File: src/rtl/bounce_engine_pkg.sv
// -----------------------------------------------------------------------------
// bounce_engine_pkg
// Shared types for the motion generator and its consumers (screen_gen):
//   coord_t         10-bit screen coordinate
//   motion_state_e  per-frame update sequencer states
//   axis_step_t     result of moving one axis by one frame step
//   step_axis()     one-axis move with wall reflection, 11-bit unsigned math
// -----------------------------------------------------------------------------
package bounce_engine_pkg;

    typedef logic [9:0] coord_t;

    localparam int H_ACTIVE_DEFAULT = 640;
    localparam int V_ACTIVE_DEFAULT = 480;

    typedef enum logic [1:0] {
        IDLE   = 2'd0,
        UPD_X  = 2'd1,
        UPD_Y  = 2'd2,
        COMMIT = 2'd3
    } motion_state_e;

    typedef struct packed {
        coord_t pos;
        logic   fwd;   // 1 = moving toward max_pos (right/down)
        logic   hit;   // wall reached on this step
    } axis_step_t;

    // Advance one axis by speed; clamp to the wall and reverse on contact.
    // Widened to 11 bits so max_pos - speed and pos + speed never wrap.
    function automatic axis_step_t step_axis(
        input coord_t      pos,
        input logic        fwd,
        input logic [10:0] max_pos,
        input logic [10:0] speed
    );
        axis_step_t  res;
        logic [10:0] pos_w;
        logic [10:0] nxt_w;
        pos_w = {1'b0, pos};
        nxt_w = 11'd0;
        res   = '{pos: pos, fwd: fwd, hit: 1'b0};
        if (fwd) begin
            if (pos_w >= max_pos - speed) begin
                res.pos = max_pos[9:0];
                res.fwd = 1'b0;
                res.hit = 1'b1;
            end else begin
                nxt_w   = pos_w + speed;
                res.pos = nxt_w[9:0];
            end
        end else begin
            if (pos_w <= speed) begin
                res.pos = 10'd0;
                res.fwd = 1'b1;
                res.hit = 1'b1;
            end else begin
                nxt_w   = pos_w - speed;
                res.pos = nxt_w[9:0];
            end
        end
        return res;
    endfunction

endpackage

File: src/rtl/bounce_engine_if.sv
// -----------------------------------------------------------------------------
// bounce_engine_if
// Bundles the timing input, control input and motion outputs of bounce_engine.
//   VSYNC, pause                         : driven by master (timing/control side)
//   obj_x, obj_y, bounce, corner,
//   frame_count                          : driven by slave (bounce_engine)
// -----------------------------------------------------------------------------
interface bounce_engine_if;
    import bounce_engine_pkg::*;

    logic        VSYNC;
    logic        pause;
    coord_t      obj_x;
    coord_t      obj_y;
    logic        bounce;
    logic        corner;
    logic [15:0] frame_count;

    modport master (
        output VSYNC, pause,
        input  obj_x, obj_y, bounce, corner, frame_count
    );

    modport slave (
        input  VSYNC, pause,
        output obj_x, obj_y, bounce, corner, frame_count
    );

endinterface

File: src/rtl/bounce_engine_sync_edge_detect.sv
// -----------------------------------------------------------------------------
// sync_edge_detect
// Registers a sync signal and pulses tick for one cycle on its assert edge.
//   ACTIVE_LOW  1: sync asserts low, 0: sync asserts high
//   clk         clock (same domain as sync_in)
//   reset       asynchronous, active-high
//   sync_in     raw sync level
//   tick        1-cycle pulse when sync_in becomes asserted
// The history register resets to the asserted level, so releasing reset in the
// middle of a sync pulse does not look like a fresh assert edge.
// -----------------------------------------------------------------------------
module sync_edge_detect #(
    parameter bit ACTIVE_LOW = 1'b1
) (
    input  logic clk,
    input  logic reset,
    input  logic sync_in,
    output logic tick
);

    logic sync_q_r;

    // Previous-cycle sync level for edge comparison.
    always_ff @(posedge clk or posedge reset) begin
        if (reset) begin
            sync_q_r <= ~ACTIVE_LOW;
        end else begin
            sync_q_r <= sync_in;
        end
    end

    // XOR with ACTIVE_LOW normalises both samples to "1 = asserted".
    assign tick = (sync_in ^ ACTIVE_LOW) & ~(sync_q_r ^ ACTIVE_LOW);

endmodule

File: src/rtl/bounce_engine.sv
// -----------------------------------------------------------------------------
// bounce_engine
// Per-frame motion generator: on each VSYNC assert edge, steps one rectangle's
// top-left corner and reflects it off the active-area edges. New coordinates
// are committed three cycles after the edge, well inside vertical blanking.
//   clk    pixel clock
//   reset  asynchronous, active-high
//   bus    bounce_engine_if.slave: VSYNC, pause in; obj_x, obj_y, bounce,
//          corner, frame_count out (all outputs registered)
// -----------------------------------------------------------------------------
module bounce_engine
    import bounce_engine_pkg::*;
#(
    parameter int H_ACTIVE         = H_ACTIVE_DEFAULT,
    parameter int V_ACTIVE         = V_ACTIVE_DEFAULT,
    parameter int OBJ_W            = 32,
    parameter int OBJ_H            = 32,
    parameter int SPEED_X          = 2,
    parameter int SPEED_Y          = 1,
    parameter int START_X          = 304,
    parameter int START_Y          = 224,
    parameter bit VSYNC_ACTIVE_LOW = 1'b1
) (
    input  logic          clk,
    input  logic          reset,
    bounce_engine_if.slave bus
);

    localparam logic [10:0] X_MAX   = 11'(H_ACTIVE - OBJ_W);
    localparam logic [10:0] Y_MAX   = 11'(V_ACTIVE - OBJ_H);
    localparam logic [10:0] SPD_X   = 11'(SPEED_X);
    localparam logic [10:0] SPD_Y   = 11'(SPEED_Y);
    localparam coord_t      X_START = 10'(START_X);
    localparam coord_t      Y_START = 10'(START_Y);

    motion_state_e state_r;
    logic          tick_s;
    logic          pause_r;
    coord_t        x_r;        // shadow position, built up during UPD states
    coord_t        y_r;
    logic          dir_x_r;    // 1 = right
    logic          dir_y_r;    // 1 = down
    logic          hit_x_r;
    logic          hit_y_r;
    coord_t        obj_x_r;
    coord_t        obj_y_r;
    logic          bounce_r;
    logic          corner_r;
    logic [15:0]   frame_count_r;
    axis_step_t    step_x_s;
    axis_step_t    step_y_s;

    sync_edge_detect #(
        .ACTIVE_LOW (VSYNC_ACTIVE_LOW)
    ) u_vsync_edge (
        .clk     (clk),
        .reset   (reset),
        .sync_in (bus.VSYNC),
        .tick    (tick_s)
    );

    assign step_x_s = step_axis(x_r, dir_x_r, X_MAX, SPD_X);
    assign step_y_s = step_axis(y_r, dir_y_r, Y_MAX, SPD_Y);

    // Frame update sequencer: IDLE -> UPD_X -> UPD_Y -> COMMIT -> IDLE.
    always_ff @(posedge clk or posedge reset) begin
        if (reset) begin
            state_r       <= IDLE;
            pause_r       <= 1'b0;
            x_r           <= X_START;
            y_r           <= Y_START;
            dir_x_r       <= 1'b1;
            dir_y_r       <= 1'b1;
            hit_x_r       <= 1'b0;
            hit_y_r       <= 1'b0;
            obj_x_r       <= X_START;
            obj_y_r       <= Y_START;
            bounce_r      <= 1'b0;
            corner_r      <= 1'b0;
            frame_count_r <= 16'd0;
        end else begin
            // Pulses are only high for the single cycle after COMMIT.
            bounce_r <= 1'b0;
            corner_r <= 1'b0;
            case (state_r)
                IDLE: begin
                    if (tick_s) begin
                        // pause is captured once so the whole frame agrees.
                        pause_r <= bus.pause;
                        state_r <= UPD_X;
                    end else begin
                        state_r <= IDLE;
                    end
                end
                UPD_X: begin
                    frame_count_r <= frame_count_r + 16'd1;
                    if (pause_r) begin
                        hit_x_r <= 1'b0;
                    end else begin
                        x_r     <= step_x_s.pos;
                        dir_x_r <= step_x_s.fwd;
                        hit_x_r <= step_x_s.hit;
                    end
                    state_r <= UPD_Y;
                end
                UPD_Y: begin
                    if (pause_r) begin
                        hit_y_r <= 1'b0;
                    end else begin
                        y_r     <= step_y_s.pos;
                        dir_y_r <= step_y_s.fwd;
                        hit_y_r <= step_y_s.hit;
                    end
                    state_r <= COMMIT;
                end
                COMMIT: begin
                    obj_x_r  <= x_r;
                    obj_y_r  <= y_r;
                    bounce_r <= hit_x_r | hit_y_r;
                    corner_r <= hit_x_r & hit_y_r;
                    state_r  <= IDLE;
                end
                default: begin
                    state_r <= IDLE;
                end
            endcase
        end
    end

    assign bus.obj_x       = obj_x_r;
    assign bus.obj_y       = obj_y_r;
    assign bus.bounce      = bounce_r;
    assign bus.corner      = corner_r;
    assign bus.frame_count = frame_count_r;

endmodule

File: src/flat_wrapper.sv
// flat-port wrapper written by rule: the top's interface ports become plain ports
module bounce_engine_flat import bounce_engine_pkg::*;
#(
    parameter int H_ACTIVE         = H_ACTIVE_DEFAULT,
    parameter int V_ACTIVE         = V_ACTIVE_DEFAULT,
    parameter int OBJ_W            = 32,
    parameter int OBJ_H            = 32,
    parameter int SPEED_X          = 2,
    parameter int SPEED_Y          = 1,
    parameter int START_X          = 304,
    parameter int START_Y          = 224,
    parameter bit VSYNC_ACTIVE_LOW = 1'b1
)
  (clk, reset, bus_VSYNC, bus_pause, bus_obj_x, bus_obj_y, bus_bounce, bus_corner, bus_frame_count);
  bounce_engine_if bus_i ();
  input  logic clk;
  input  logic reset;
  input wire logic [$bits(bus_i.VSYNC)-1:0] bus_VSYNC;
  input wire logic [$bits(bus_i.pause)-1:0] bus_pause;
  output wire logic [$bits(bus_i.obj_x)-1:0] bus_obj_x;
  output wire logic [$bits(bus_i.obj_y)-1:0] bus_obj_y;
  output wire logic [$bits(bus_i.bounce)-1:0] bus_bounce;
  output wire logic [$bits(bus_i.corner)-1:0] bus_corner;
  output wire logic [$bits(bus_i.frame_count)-1:0] bus_frame_count;
  assign bus_i.VSYNC = bus_VSYNC;
  assign bus_i.pause = bus_pause;
  assign bus_obj_x = bus_i.obj_x;
  assign bus_obj_y = bus_i.obj_y;
  assign bus_bounce = bus_i.bounce;
  assign bus_corner = bus_i.corner;
  assign bus_frame_count = bus_i.frame_count;
  bounce_engine #(.H_ACTIVE(H_ACTIVE), .V_ACTIVE(V_ACTIVE), .OBJ_W(OBJ_W), .OBJ_H(OBJ_H), .SPEED_X(SPEED_X), .SPEED_Y(SPEED_Y), .START_X(START_X), .START_Y(START_Y), .VSYNC_ACTIVE_LOW(VSYNC_ACTIVE_LOW)) u_core (.clk(clk), .reset(reset), .bus(bus_i));
endmodule
File: config.mk
export PLATFORM = sky130hd
export DESIGN_NAME = bounce_engine_flat
export DESIGN_NICKNAME = d
export VERILOG_FILES = /design/src/rtl/bounce_engine_pkg.sv /design/src/rtl/bounce_engine_if.sv /design/src/rtl/bounce_engine_sync_edge_detect.sv /design/src/rtl/bounce_engine.sv /design/src/flat_wrapper.sv
export SDC_FILE = /design/constraint.sdc
export NUM_CORES = 1
export LEC_CHECK = 0
export CAP_MARGIN = 20
export CORE_MARGIN = 1
export CORE_UTILIZATION = 58
export CTS_BUF_LIST = sky130_fd_sc_hd__clkbuf_4
export DETAILED_ROUTE_END_ITERATION = 6
export GPL_TIMING_DRIVEN = 0
export PLACE_DENSITY = 0.81
export SLEW_MARGIN = 20
export SYNTH_ARGS = -nofsm -noshare
export SYNTH_HDL_FRONTEND = slang
export SYNTH_SLANG_ARGS = --single-unit
File: constraint.sdc
create_clock -name clk -period 2.3 [get_ports clk]
set_clock_uncertainty 0.1 [all_clocks]
set_input_delay 0.345 -clock clk [delete_from_list [all_inputs] [get_ports clk]]
set_output_delay 0.345 -clock clk [all_outputs]
set_load 0.1 [all_outputs]
# Word-level counts from Yosys, hierarchy flattened
# Cells that the tools add are included.
[classes]
add_sub_neg = 5
n_lt_le_gt_ge = 4
eq_ne = 3
muxes = 16
bitwise_logic = 5
n_reduce_logical = 4
[ops]
columns = ["op", "count"]
rows = [
  ["two-way mux 10 bit", 4],
  ["two-way mux 12 bit", 2],
  ["adder 16 x 1 -> 16 bit, second input constant", 1],
  ["adder 10 x 1 -> 10 bit, second input constant", 1],
  ["adder 10 x 2 -> 10 bit, second input constant", 1],
  ["greater-or-equal comparator 10 bit, second input constant", 1],
  ["greater-or-equal comparator 10 x 9 -> 1 bit, second input constant", 1],
  ["<= comparator 10 x 1 -> 1 bit, second input constant", 1],
  ["<= comparator 10 x 2 -> 1 bit, second input constant", 1],
  ["subtractor 10 x 1 -> 10 bit, second input constant", 1],
  ["subtractor 10 x 2 -> 10 bit, second input constant", 1],
  ["two-way mux 2 bit", 4],
  ["one-hot mux 2 bit (4 select lines)", 1],
  ["AND reduction 2 bit", 3],
  ["two-way mux 1 bit", 5],
  ["== test 2 bit, second input constant", 2],
  ["bitwise AND 1 bit", 2],
  ["== test 2 x 1 -> 1 bit, second input constant", 1],
  ["zero test 2 bit", 1],
  ["NOT 1 bit", 2],
  ["OR 1 bit", 1],
]
[totals]
regBits = 66
input_bits = 4
output_inout_bits = 38
word_cells = 51

# Depth between registers and ports, before layout
# Gate-level depths: netlist (run 1).
[logic_depth]
word_depth = 4
mapped_depth = 9
depth_no_buf = 7

# By module
# Synthesis (run 1) repeated with hierarchy kept, for this count alone.
[hier_totals]
cells_unflattened = 338
hier_area_um2 = 3505.9
[modules_own_cells]
columns = ["module", "n_inst", "cells_each", "area_each_um2", "seq_area_each_um2"]
rows = [
  ["bounce_engine", 1, 335, 3463.3, 1594.0],
  ["sync_edge_detect", 1, 3, 42.5, 25.0],
]

# Least setup slack after synthesis (run 1)
# Ideal clock, no wire load.
[synth_timing]
kind = "flip-flop to flip-flop"
from = "register u_core.frame_count_r[0] (netlist: u_core.bus.frame_count[0])"
to = "register u_core.frame_count_r[14] (netlist: u_core.bus.frame_count[14])"
setup_time_ps = 162
arrival_ps = 2047
required_time_ps = 2038
setup_slack_ps = -9
stages_incl_launch_ff = 7
path_buffers = 0
synth_period_minus_slack_ps = 2309
cell_sequence = "dfrtp_1 -> ha_1 -> nand4_1 -> nor2_1 -> nand3_1 -> nor2b_1 -> xor2_1"
[synth_via]
elab_chain_cells = 1
[synth_lines]
columns = ["item", "line", "text"]
rows = [
  ["from (decl)", "bounce_engine.sv:49", "logic [15:0] frame_count_r;"],
  ["from (signal assigned)", "bounce_engine.sv:96", "frame_count_r <= frame_count_r + 16'd1;"],
  ["adder 16 x 1 -> 16 bit", "bounce_engine.sv:96", ""],
]
# Every way passes these cells.
# A chain may end at the register's enable or synchronous reset.

# Final worst setup path (run 1)
[layout_timing]
from = "register u_core.obj_x_r[4] (netlist: u_core.bus.obj_x[4])"
to = "output port bus_obj_x[4]"
[layout_lines]
columns = ["item", "line", "text"]
rows = [
  ["from (decl)", "bounce_engine.sv:45", "coord_t obj_x_r;"],
  ["from (signal assigned)", "bounce_engine.sv:117", "obj_x_r <= x_r;"],
  ["to (decl)", "flat_wrapper.sv:20", "output wire logic [$bits(bus_i.obj_x)-1:0] bus_obj_x;"],
]
# No word-level cell between the ends.

==> results of run 1 <==
## per-layer routing
metal | vias up | share of wire
li1 | 1343 | -
met5 | - | 0
met2 | 117 | 0.45
met3 | 24 | 0.061
met1 | 1356 | 0.46
met4 | 0 | 0.029
## cell families (layout without fill, tap and decap cells)
family / after synthesis / after routing / synth area share
AOI/OAI and AO/OA: 69 / 69 / 0.1411
xor gates and xnor gates: 19 / 19 / 0.04838
adders and majority gates: 12 / 12 / 0.04365
buffers and inverters: 36 / 94 / 0.04329
DFF: 64 / 64 / 0.4707
muxes: 24 / 24 / 0.07821
other: 1 / 1 / 0.001090
and+or+nand+nor: 117 / 117 / 0.1735
## final timing paths
path / start / endpoint / slack [ps] / cells past startpoint
worst max-delay path: u_core.bus.obj_x[4]$_DFFE_PP1P_ / bus_obj_x[4] / 60 / 1
min in group clk: bus_VSYNC / u_core.u_vsync_edge.sync_q_r$_DFF_PP0_ / 320 / 1
worst max register to register: u_core.x_r[4]$_DFFE_PP1P_ / u_core.x_r[6]$_DFFE_PP0P_ / 90 / 6
worst min register to register: u_core.bus.frame_count[15]$_DFFE_PP0N_ / u_core.bus.frame_count[15]$_DFFE_PP0N_ / 380 / 1
worst min-delay path: reset / u_core.y_r[1]$_DFFE_PP0P_ / 100 / 2
max in group asynchronous: reset / u_core.x_r[8]$_DFFE_PP1P_ / 1430 / 3
## metrics by stage
stage	cell area [um^2]	hold slack (ps)
finish	4054	99.15
global route	4054	99.98
CTS	4018	92.90
detailed placement	3963	367.9
global placement	3933	362.0
floorplan	3442	276.4
## state kept, by name, indices dropped and copies added, names as in the netlist
signal	cells
u_core.state_r	2
u_core.bus.corner	1
u_core.bus.bounce	1
u_core.hit_y_r	1
u_core.bus.frame_count	16
u_core.u_vsync_edge.sync_q_r	1
u_core.dir_y_r	1
u_core.bus.obj_y	10
u_core.x_r	9
u_core.dir_x_r	1
u_core.y_r	10
u_core.hit_x_r	1
u_core.pause_r	1
u_core.bus.obj_x	9
## repair_timing
| action | CTS | global route |
|---|---|---|
| buffers inserted | 0 | 4 |
| endpoints found under the setup margin | 44 | 9 |
| hold endpoints to repair | 0 | 0 |
| resized for setup | 39 | 3 |
| pin swaps | 0 | 3 |
## cell type report
class | count | area, um^2 | area share
multi-input combinational | 242 | 1685 | 0.4157
sequential | 64 | 1622 | 0.4000
timing repair buffer | 45 | 411.6 | 0.1015
buffer | 20 | 90.09 | 0.02222
tap | 72 | 90.09 | 0.02222
clock buffer | 10 | 75.07 | 0.01852
inverter | 14 | 55.05 | 0.01358
clock inverter | 5 | 25.02 | 0.006173
## cells in the mapped netlist (4+ instances only)
master / instances
o211ai_1: 4
nand2_1: 25
nand4_1: 11
nand3_1: 16
dfrtp_1: 50
o22ai_1: 5
xnor2_1: 12
mux2_2: 23
o21ai_0: 11
nor3_1: 10
dfstp_2: 14
o32ai_1: 5
a21oi_1: 16
xor2_1: 7
nor2_1: 23
clkbuf_1: 18
nor2b_1: 4
o31ai_1: 4
nor4_1: 4
and3_1: 5
inv_1: 14
ha_1: 12
## cells in the final DEF (no fill, tap or decap), drive strengths merged, types with 5 or more instances in the layout
cell type and count:
nor3 10, dfrtp 50, nand2 25, clkinv 5
o22ai 5, xor2 7, dlygate4sd2 37, buf 9
ha 12, o32ai 5, o21ai 12, dfstp 14
nand3 16, and3 6, a21oi 16, nor2 23
xnor2 12, mux2 23, inv 14, clkbuf 26
nand4 11
==> summary.txt, run 1 <==
Status: complete, no violations
GP Congestion: 0.9061
Ys Warns: 0
Setup CP Type: reg -> out
Clock Tree Buf Depth: 2
Min Tclk post-route: 2245 ps
Post-place setup slack: -167.3 ps
Nets: 412
Cell variety after synth: 55
RSZ-0062 raised after global routing: true
First-pass GRT wire length: 12290 um
Hold_buf cts: 0
Clk_lat worst skew: 400 ps
H-tree lvl count: 3
Starting Density: 0.6133
Mean Syn Cell Area: 10.06 um^2
Number of global-route vias before repair: 2623
Final TNS setup: 0 ps
Fill count: 451
# port buffers: 40
Ant diodes: 0
Final Cycle Share: 0.9761
Total CTS buffers: 9
M3 GR Usage: 0.04713
First-iteration detailed-routing DRC count: 296
Synth Instances: 342
EDFF count, synth: 0
Vias per cell: 6.017
M1 GR Usage: 0.3555
Top cell type by total area after synthesis: dfrtp_1
Initial antenna violation count: 0
Seq/Total Area, Yosys: 0.4707
Clock sinks: 64
P&R area growth vs syn: 17.86%
WL per Instance: 15.53 um
TritonCTS clock tree: built
GRT overflow: 0
Req. time, crit path: 1860 ps
ANT nets after route: 0
Share of cells above drive strength 1: 0.1900
Critical path capture point type: output pin
Most used DFF post-synth: dfrtp_1
Final WS setup: 55.01 ps
Die X-Extent: 79.01 um
DR pass1 iterations: 5
CP bufs+invs: 1
Syn_nets: 358
Dpl hpwl: 5114 um
Clock root cell: clkbuf_4
Final hold vios: 0
Ranking of synthesized cells by area: dfrtp_1 (36%), dfstp_2 (11%), mux2_2 (7.5%), ha_1 (4.4%), xnor2_1 (3.1%)
Via Count: 2840
Post-Route WL: 7328 um
Core Util, Final: 0.7229
Synth Register Bits: 64
Synth Cell Area: 0.003440 mm^2
Global route hottest layer: met2
Fmax: 445.4 MHz
Setup Viol. Count Final: 0
CP arrival: 1800 ps
Slew Viols, Final: 0
Headroom to the max-slew limit: 0.3502
Non-filler instance count after layout: 472
DIE AREA: 0.006243 mm^2
Worst Hold Class: in -> async
Row count: 27
GR Util met2: 0.3819
Crit-path cells: dlygate4sd2_1
CP delay by family, top: buffers and inverters
Residual DRC: 0
Overall routing resource usage: 0.2551
CP Max Fanout: 2
CTS clk-pin slew, worst paths: 110 ps
Core box area: 0.005608 mm^2
Chip height: 79.01 um
Yosys top cell area share: 0.3638
Slowest Stage Delay on Critical Path: 850 ps
Largest net degree at the start of global routing: 52
Worst Max-Slew Pin Slew: 978.6 ps
Max-cap violations: 0
Async set-reset flop share out of synthesis: 1.000
CP max-delay cell: dlygate4sd2_1
Critical path startpoint category: flip-flop
Ports: 42
Dpl cells: 455
Power of run 1 is not shown: default switching activity piles up to over one toggle a cycle in this logic, so the estimate is an artifact.
==> inputs of run 2 (changes only) <==
--- a/config.mk
+++ b/config.mk
@@ -5,13 +5,13 @@
 export SDC_FILE = /design/constraint.sdc
 export NUM_CORES = 1
 export LEC_CHECK = 0
-export CAP_MARGIN = 20
 export CORE_MARGIN = 1
 export CORE_UTILIZATION = 58
 export CTS_BUF_LIST = sky130_fd_sc_hd__clkbuf_4
 export DETAILED_ROUTE_END_ITERATION = 6
 export GPL_TIMING_DRIVEN = 0
 export PLACE_DENSITY = 0.81
+export SKIP_CTS_REPAIR_TIMING = 1
 export SLEW_MARGIN = 20
 export SYNTH_ARGS = -nofsm -noshare
 export SYNTH_HDL_FRONTEND = slang
==> run 2 against run 1 <==
Compared with the run above: die area unchanged; sequential cell count unchanged; critical path depth up 5; core utilization up 2.7 points; sequential share of layout area down 1.4 points; register-to-register slack about the same; non-clock buffer count unchanged; via count up 1.4%.
==> summary.txt, run 2 (synthesized netlist as in run 1, its figures left out) <==
Ant diodes: 0 (unchanged)
P&R area growth vs syn: 22.19% (was 17.86%)
Combinational power share: 0.601
CP arrival: 2370 ps (was 1800 ps)
Worst Max-Slew Pin Slew: 988.5 ps (was 978.6 ps)
Post-place setup slack: -167.3 ps (unchanged)
Worst Hold Class: in -> async (unchanged)
Nets: 412 (unchanged)
RSZ-0062 raised after global routing: true (unchanged)
Vias per cell: 6.102 (was 6.017)
Clock root cell: clkbuf_4 (unchanged)
Power Total: 6.273 mW
DR pass1 iterations: 5 (unchanged)
# port buffers: 40 (unchanged)
Dpl cells: 455 (unchanged)
Power Internal: 2.920 mW
Critical path startpoint category: flip-flop (unchanged)
Headroom to the max-slew limit: 0.3400 (was 0.3502)
Clock sinks: 64 (unchanged)
Chip height: 79.01 um (unchanged)
Peak supply drop: 1016 uV
Commonest non-fill, non-tap cell in the layout: dfrtp_1 (unchanged)
Post-Place Cell Area: 0.003963 mm^2 (unchanged)
Row count: 27 (unchanged)
CP Max Fanout: 9 (was 2)
Total CTS buffers: 9 (unchanged)
Final Cycle Share: 0.9593 (was 0.9761)
Clock Power Share: 0.097
First-pass GRT wire length: 12300 um (was 12290 um)
Die X-Extent: 79.01 um (unchanged)
Clk_lat worst skew: 400 ps (about the same)
Final hold vios: 0 (unchanged)
First-iteration detailed-routing DRC count: 239 (was 296)
Slew Viols, Final: 0 (unchanged)
DIE AREA: 0.006243 mm^2 (unchanged)
ANT nets after route: 0 (unchanged)
Max-cap violations: 0 (unchanged)
Initial antenna violation count: 0 (unchanged)
Req. time, crit path: 2470 ps (was 1860 ps)
Core Util, Final: 0.7494 (was 0.7229)
Global route hottest layer: met2 (unchanged)
Critical path capture point type: flip-flop (was output pin)
Pwr dens: 1492 mW/mm^2
Residual DRC: 0 (unchanged)
Overall routing resource usage: 0.2549 (was 0.2551)
Via Count: 2880 (was 2840)
GRT overflow: 0 (unchanged)
Ports: 42 (unchanged)
Setup Viol. Count Final: 0 (unchanged)
Switching Share: 0.5345
Non-filler instance count after layout: 472 (unchanged)
GP Congestion: 0.9061 (unchanged)
Status: complete, no violations (unchanged)
TritonCTS clock tree: built (unchanged)
Post-Route WL: 7565 um (was 7328 um)
CTS clk-pin slew, worst paths: 110 ps (about the same)
Leak: 2.223 nW
Share of cells above drive strength 1: 0.1900 (unchanged)
GR Util met2: 0.3793 (was 0.3819)
Fmax: 453.3 MHz (was 445.4 MHz)
Largest net degree at the start of global routing: 52 (unchanged)
Number of global-route vias before repair: 2642 (was 2623)
M3 GR Usage: 0.04713 (unchanged)
Final non-filler cell area: 0.004203 mm^2 (was 0.004054 mm^2)
Clock Tree Buf Depth: 2 (unchanged)
H-tree lvl count: 3 (unchanged)
Commonest non-fill, non-tap cells in the layout: dfrtp_1 (48), dlymetal6s2s_1 (37), nand2_1 (25), mux2_2 (23), nor2_1 (22) (was dfrtp_1 (48), dlygate4sd2_1 (37), nand2_1 (25), mux2_2 (23), nor2_1 (22))
Dpl hpwl: 5114 um (unchanged)
WL per Instance: 16.03 um (was 15.53 um)
Hold slack: 102.4 ps (was 99.15 ps)
Sequential power share: 0.302
Final TNS setup: 0 ps (unchanged)
Core box area: 0.005608 mm^2 (unchanged)
Min Tclk post-route: 2206 ps (was 2245 ps)
Final WS setup: 93.71 ps (was 55.01 ps)
Starting Density: 0.6133 (unchanged)
Fill count: 402 (was 451)
Max reg flops: 16 (unchanged)
M1 GR Usage: 0.3563 (was 0.3555)
Switching power: 3.353 mW
Setup CP Type: reg -> reg (was reg -> out)
-- run 2: metal layers --
metal  up-vias  part of all wire
met5         -                 0
met4         0             0.024
met3        18             0.054
met2       115              0.47
met1      1405              0.45
li1       1342                 -
-- run 2: power groups by stage --
stage,clock [mW],sequential (mW),combinational [mW]
final,0.606,1.90,3.77
after global routing,0.665,1.95,4.01
after CTS,0.613,1.87,3.72
after detailed placement,0,1.89,3.71
after global placement,0,1.88,3.62
after floorplan,0,3.14,1.63
-- run 2: final cells by class --
| class | instances | area [um^2] | share of cell area |
|---|---|---|---|
| Buffer | 20 | 90.09 | 0.02143 |
| Clock buffer | 10 | 75.07 | 0.01786 |
| Clock inverter | 5 | 25.02 | 0.005954 |
| Inverter | 14 | 55.05 | 0.01310 |
| Multi-Input combinational cell | 242 | 1695 | 0.4034 |
| Sequential cell | 64 | 1622 | 0.3858 |
| Tap cell | 72 | 90.09 | 0.02143 |
| Timing Repair Buffer | 45 | 550.5 | 0.1310 |
-- run 2: worst paths after layout --
kind                                                             start                                      to  slack, ps  cells after the start
max in group asynchronous                                        reset               u_core.x_r[8]$_DFFE_PP1P_       1420                      3
worst min register to register  u_core.bus.frame_count[15]$_DFFE_PP0N_  u_core.bus.frame_count[15]$_DFFE_PP0N_        380                      1
worst max-delay path                         u_core.x_r[4]$_DFFE_PP1P_               u_core.x_r[6]$_DFFE_PP0P_         90                      6
worst min-delay path                                             reset               u_core.y_r[1]$_DFFE_PP0P_        100                      2
min in group clk                                             bus_VSYNC  u_core.u_vsync_edge.sync_q_r$_DFF_PP0_        320                      1
worst max register to register               u_core.x_r[4]$_DFFE_PP1P_               u_core.x_r[6]$_DFFE_PP0P_         90                      6
-- run 2: worst max-delay path: stages, from the launching register on --
cell and delay [ps]:
dfstp_2 530, clkbuf_1 260, nand4_1 260, or2_2 360, mux2_2 280, o22ai_1 170, o22ai_1 110
Note: power is estimated with default switching activity, not from simulation.
